**config.mk**
```make
export PLATFORM = sky130hd
export DESIGN_NAME = data_mem_port
export DESIGN_NICKNAME = d
export VERILOG_FILES = /design/src/rtl/data_mem_port.sv
export SDC_FILE = /design/constraint.sdc
export NUM_CORES = 1
export LEC_CHECK = 0
export CAP_MARGIN = 10
export CORE_ASPECT_RATIO = 1.2
export CORE_MARGIN = 2
export CORE_UTILIZATION = 25
export CTS_CLUSTER_SIZE = 28
export DETAILED_ROUTE_END_ITERATION = 12
export DONT_BUFFER_PORTS = 1
export GPL_ROUTABILITY_DRIVEN = 0
export GPL_TIMING_DRIVEN = 0
export SLEW_MARGIN = 20
export SYNTH_ARGS = -nofsm -noshare
export SYNTH_HDL_FRONTEND = slang
export SYNTH_SLANG_ARGS = --single-unit
```
**constraint.sdc**
```tcl
create_clock -name clk -period 3 [get_ports clk]
set_clock_uncertainty 0.1 [all_clocks]
set_input_delay 0.45 -clock clk [delete_from_list [all_inputs] [get_ports clk]]
set_output_delay 0.45 -clock clk [all_outputs]
set_load 0.02 [all_outputs]
```
**src/rtl/data_mem_port.sv**
```systemverilog
// data_mem_port: sequences N-bit word or byte loads/stores over a byte-wide memory, one byte per cycle.
//   clk, rst      : clock, synchronous active-high reset
//   req, we, size : request, 1 = store / 0 = load, 1 = byte / 0 = word access
//   addr, wdata   : byte address and store data, latched on accept
//   rdata         : load result (little-endian assembly, zero-extended for byte loads)
//   busy, done    : access in progress, one-cycle completion pulse
//   mem_*         : byte-wide memory port with combinational read data
module data_mem_port #(
    parameter int N      = 24,
    parameter int ADDR_W = 14
) (
    input  logic              clk,
    input  logic              rst,
    input  logic              req,
    input  logic              we,
    input  logic              size,
    input  logic [ADDR_W-1:0] addr,
    input  logic [N-1:0]      wdata,
    output logic [N-1:0]      rdata,
    output logic              busy,
    output logic              done,
    output logic [ADDR_W-1:0] mem_addr,
    output logic [7:0]        mem_wdata,
    output logic              mem_we,
    input  logic [7:0]        mem_rdata
);
    localparam int NB = N / 8;
    localparam int KW = NB > 1 ? $clog2(NB) : 1;

    typedef enum logic [1:0] {IDLE, XFER, DONE} state_t;

    state_t              state_q, state_d;
    logic [KW-1:0]       k_q, k_d;
    logic                we_q, we_d, size_q, size_d;
    logic [ADDR_W-1:0]   addr_q, addr_d;
    logic [N-1:0]        wdata_q, wdata_d, rdata_q, rdata_d;
    logic                last;

    // a byte access is always a single beat
    assign last = size_q || k_q == KW'(NB - 1);

    always_comb begin
        state_d = state_q;
        k_d     = k_q;
        we_d    = we_q;
        size_d  = size_q;
        addr_d  = addr_q;
        wdata_d = wdata_q;
        rdata_d = rdata_q;
        case (state_q)
            IDLE: if (req) begin
                we_d    = we;
                size_d  = size;
                addr_d  = addr;
                wdata_d = wdata;
                k_d     = '0;
                state_d = XFER;
            end
            XFER: begin
                if (!we_q) begin
                    if (size_q) begin
                        rdata_d      = '0;
                        rdata_d[7:0] = mem_rdata;
                    end else begin
                        for (int i = 0; i < NB; i++)
                            if (k_q == KW'(i)) rdata_d[8*i +: 8] = mem_rdata;
                    end
                end
                state_d = last ? DONE : XFER;
                k_d     = last ? '0 : k_q + 1'b1;
            end
            default: state_d = IDLE;
        endcase
    end

    always_ff @(posedge clk) begin
        if (rst) begin
            state_q <= IDLE;
            k_q     <= '0;
            we_q    <= 1'b0;
            size_q  <= 1'b0;
            addr_q  <= '0;
            wdata_q <= '0;
            rdata_q <= '0;
        end else begin
            state_q <= state_d;
            k_q     <= k_d;
            we_q    <= we_d;
            size_q  <= size_d;
            addr_q  <= addr_d;
            wdata_q <= wdata_d;
            rdata_q <= rdata_d;
        end
    end

    // address wraps silently modulo 2^ADDR_W
    assign mem_addr = state_q == XFER ? addr_q + ADDR_W'(k_q) : addr_q;
    assign mem_we   = state_q == XFER && we_q;
    assign busy     = state_q != IDLE;
    assign done     = state_q == DONE;
    assign rdata    = rdata_q;

    always_comb begin
        mem_wdata = '0;
        if (mem_we)
            for (int i = 0; i < NB; i++)
                if (k_q == KW'(i)) mem_wdata = wdata_q[8*i +: 8];
    end
endmodule

```
==> summary.txt <==
status -> complete, no violations
row count -> 44
Bufs on Longest Clock Path -> 2
Hold WC Path Type -> input pin to flip-flop
Mapped Cells -> 380
P&R area growth vs syn -> 16.4%
GRT Resource Usage Total -> 0.135
Avg WL per Cell -> 15.5 um
Max Cap Viol -> 0
Initial Utilization -> 0.254
Final setup viols -> 0
Placement Setup Slack -> 0.411 ns
Worst-Margin Slew -> 0.691 ns
number of global-route vias before repair -> 2579
Hold Buf Count CTS -> 0
share of layout cells above drive strength 1 -> 0.0581
Register Area -> 1360 sq um
IO Port Bufs -> 0
Max Slew Vio Count -> 0
Ant. Diodes -> 0
Clk pin slew, worst setup/hold paths -> 0.06 ns
wirelength, routed -> 8.64 mm
antenna violations before repair -> 0
chip height -> 125 um
Crit path arrival time -> 2.36 ns
wl on met1 -> 3.59 mm
Seq/Total Area, Yosys -> 0.446
CP Capture Type -> primary output
internal power -> 1.67 mW
Main synth FF type -> dfxtp_1
most frequent cells after synthesis -> 98 x nand2_1, 68 x dfxtp_1, 57 x a21oi_1
routed via count -> 2522
total power -> 2.26 mW
Synth top area share -> 0.446
DP Area -> 3250 sq um
fin crit period -> 2.91 ns
syn avg cell area -> 8.03 sq um
first-pass GRT wire length -> 13.6 mm
Setup Crit Path Kind -> flip-flop to primary output
Final WS setup -> 0.0920 ns
Clock Power Share -> 0.440
crit-path max FO -> 4
Mapped Area -> 3050 sq um
post-synth top area cell -> dfxtp_1
routed wl met2 -> 4.31 mm
Post-synth ARST share -> 0
Hold Vio Cnt, Final -> 0
largest net degree at the start of global routing -> 11
sequential power share -> 0.447
Finished Layout Cells -> 557
I/O pin cnt -> 100
syn_nets -> 437
top achievable clock speed -> 344 MHz
Max VDD drop -> 0.264 mV
critical path required time -> 2.45 ns
Seq cells post-synth -> 68
Placed Cells -> 541
count leader, synth -> nand2_1
Initial DRC Count -> 103
P per Cell Area -> 638 nW/um^2
Core Area -> 12000 sq um
crit path launch type -> flip-flop
Worst-Skew Late Latency -> 0.33 ns
Die Area -> 13100 sq um
power share of the combinational group -> 0.113
Yosys warnings -> 0
TritonCTS Buffers -> 9
H-tree depth -> 3
Pre-Repair DR Iteration Count -> 4
Vias/cell -> 4.53
DR WL met3 -> 437 um
CTS Root Cell -> clkbuf_16
post-DP HPWL -> 6.42 mm
top post-synthesis cells by area -> dfxtp_1 45%, nand2_1 12%, a21oi_1 9.3%
die width -> 105 um
period utilisation layout -> 0.969
final antenna-violating net count -> 0
DRC errors left -> 0
uppermost routed layer -> met4
final setup TNS -> 0 ns
number of synthesized flops with an enable pin -> 0
grt total ovfl -> 0
Net Sw Power -> 0.594 mW
Filler Cell Count -> 1345
slew margin rel. -> 0.534
fin nets -> 448
switching share of power -> 0.262
post-route cell area -> 3550 sq um
CTS tree -> done
post-synth cell types -> 30
Pleak -> 1.30 nW
clk sinks -> 68
Multi-input gate area -> 1580 sq um
-- flip-flops by register name, indices dropped and copies added, names as in the netlist --
name / flops
rdata: 24
wdata_q: 24
addr_q: 14
k_q: 2
state_q: 2
size_q: 1
we_q: 1
-- path summary, 6_finish.rpt --
kind / start / endpoint / slack, ns / depth (start not counted)
worst max-delay path: k_q[0] / mem_addr[10] / 0.09 / 7
worst min-delay path: addr[10] / addr_q[10] / 0.15 / 2
worst max register to register: k_q[1] / rdata[4] / 0.82 / 7
worst min register to register: wdata_q[23] / wdata_q[23] / 0.36 / 2
-- worst max-delay path: stages, from the launching register on --
cell	delay [ns]
dfxtp_1	0.39
ha_1	0.19
inv_1	0.05
fa_1	0.38
and3b_1	0.23
and3_1	0.25
nand4_1	0.19
xnor2_2	0.35
-- area by class of cell --
cell class / count / area share
buffer: 24 / 0.0289
clock buffer: 15 / 0.0782
clock inverter: 1 / 0.00141
inverter: 6 / 0.00634
multi-input combinational: 282 / 0.445
sequential: 68 / 0.383
tap: 161 / 0.0567
-- kinds of logic after synthesis --
logic type               count (synthesis)  synth area share
AO/OA/AOI/OAI                           61             0.103
XOR/XNOR                                12            0.0344
adder cells (fa/ha/maj)                  6            0.0271
buffers and inverters                   30            0.0410
flip-flops                              68             0.446
multiplexers                            25            0.0820
AND/OR/NAND/NOR                        178             0.267
-- layer usage --
layer  vias up  track usage
met3        17       0.0401
met2        64        0.227
met4         0       0.0722
met5         -            0
met1      1167        0.153
li1       1274            -
-- timing repair --
item / CTS / global route
setup endpoints to repair: 0 / 2
resized for setup: 0 / 2
setup buffers: 0 / 0
-- layout by cell type, fill, tap and decap left out, types with 4 or more instances in the layout --
cell | synthesis | final
nand2_1 | 98 | 98
buf_2 | 4 | 4
ha_1 | 5 | 5
mux2i_1 | 25 | 25
a21oi_1 | 57 | 57
dfxtp_1 | 68 | 68
xor2_1 | 4 | 4
nor2_1 | 41 | 41
xnor2_1 | 8 | 6
clkbuf_1 | 19 | 22
and2b_1 | 7 | 7
nand3_1 | 5 | 5
nand3b_1 | 8 | 8
inv_1 | 6 | 6
clkbuf_16 | 0 | 9
-- per-stage QoR --
step           hold WS (ns)  utilization
3_3_place_gp          0.344        0.271
3_5_place_dp          0.350        0.271
6_report              0.148        0.296
2_1_floorplan         0.336            -
4_1_cts               0.139        0.295
5_1_grt               0.152        0.296
-- power groups by stage --
stage / Sequential (mW) / Clock, mW / Combinational [mW]
after floorplan: 1.02 / 0 / 0.203
after global placement: 1.03 / 0 / 0.252
after detailed placement: 1.03 / 0 / 0.259
after CTS: 1.01 / 1.02 / 0.260
after global routing: 1.02 / 1.06 / 0.288
final: 1.01 / 0.997 / 0.256
Power figures use the tool's default switching activity.
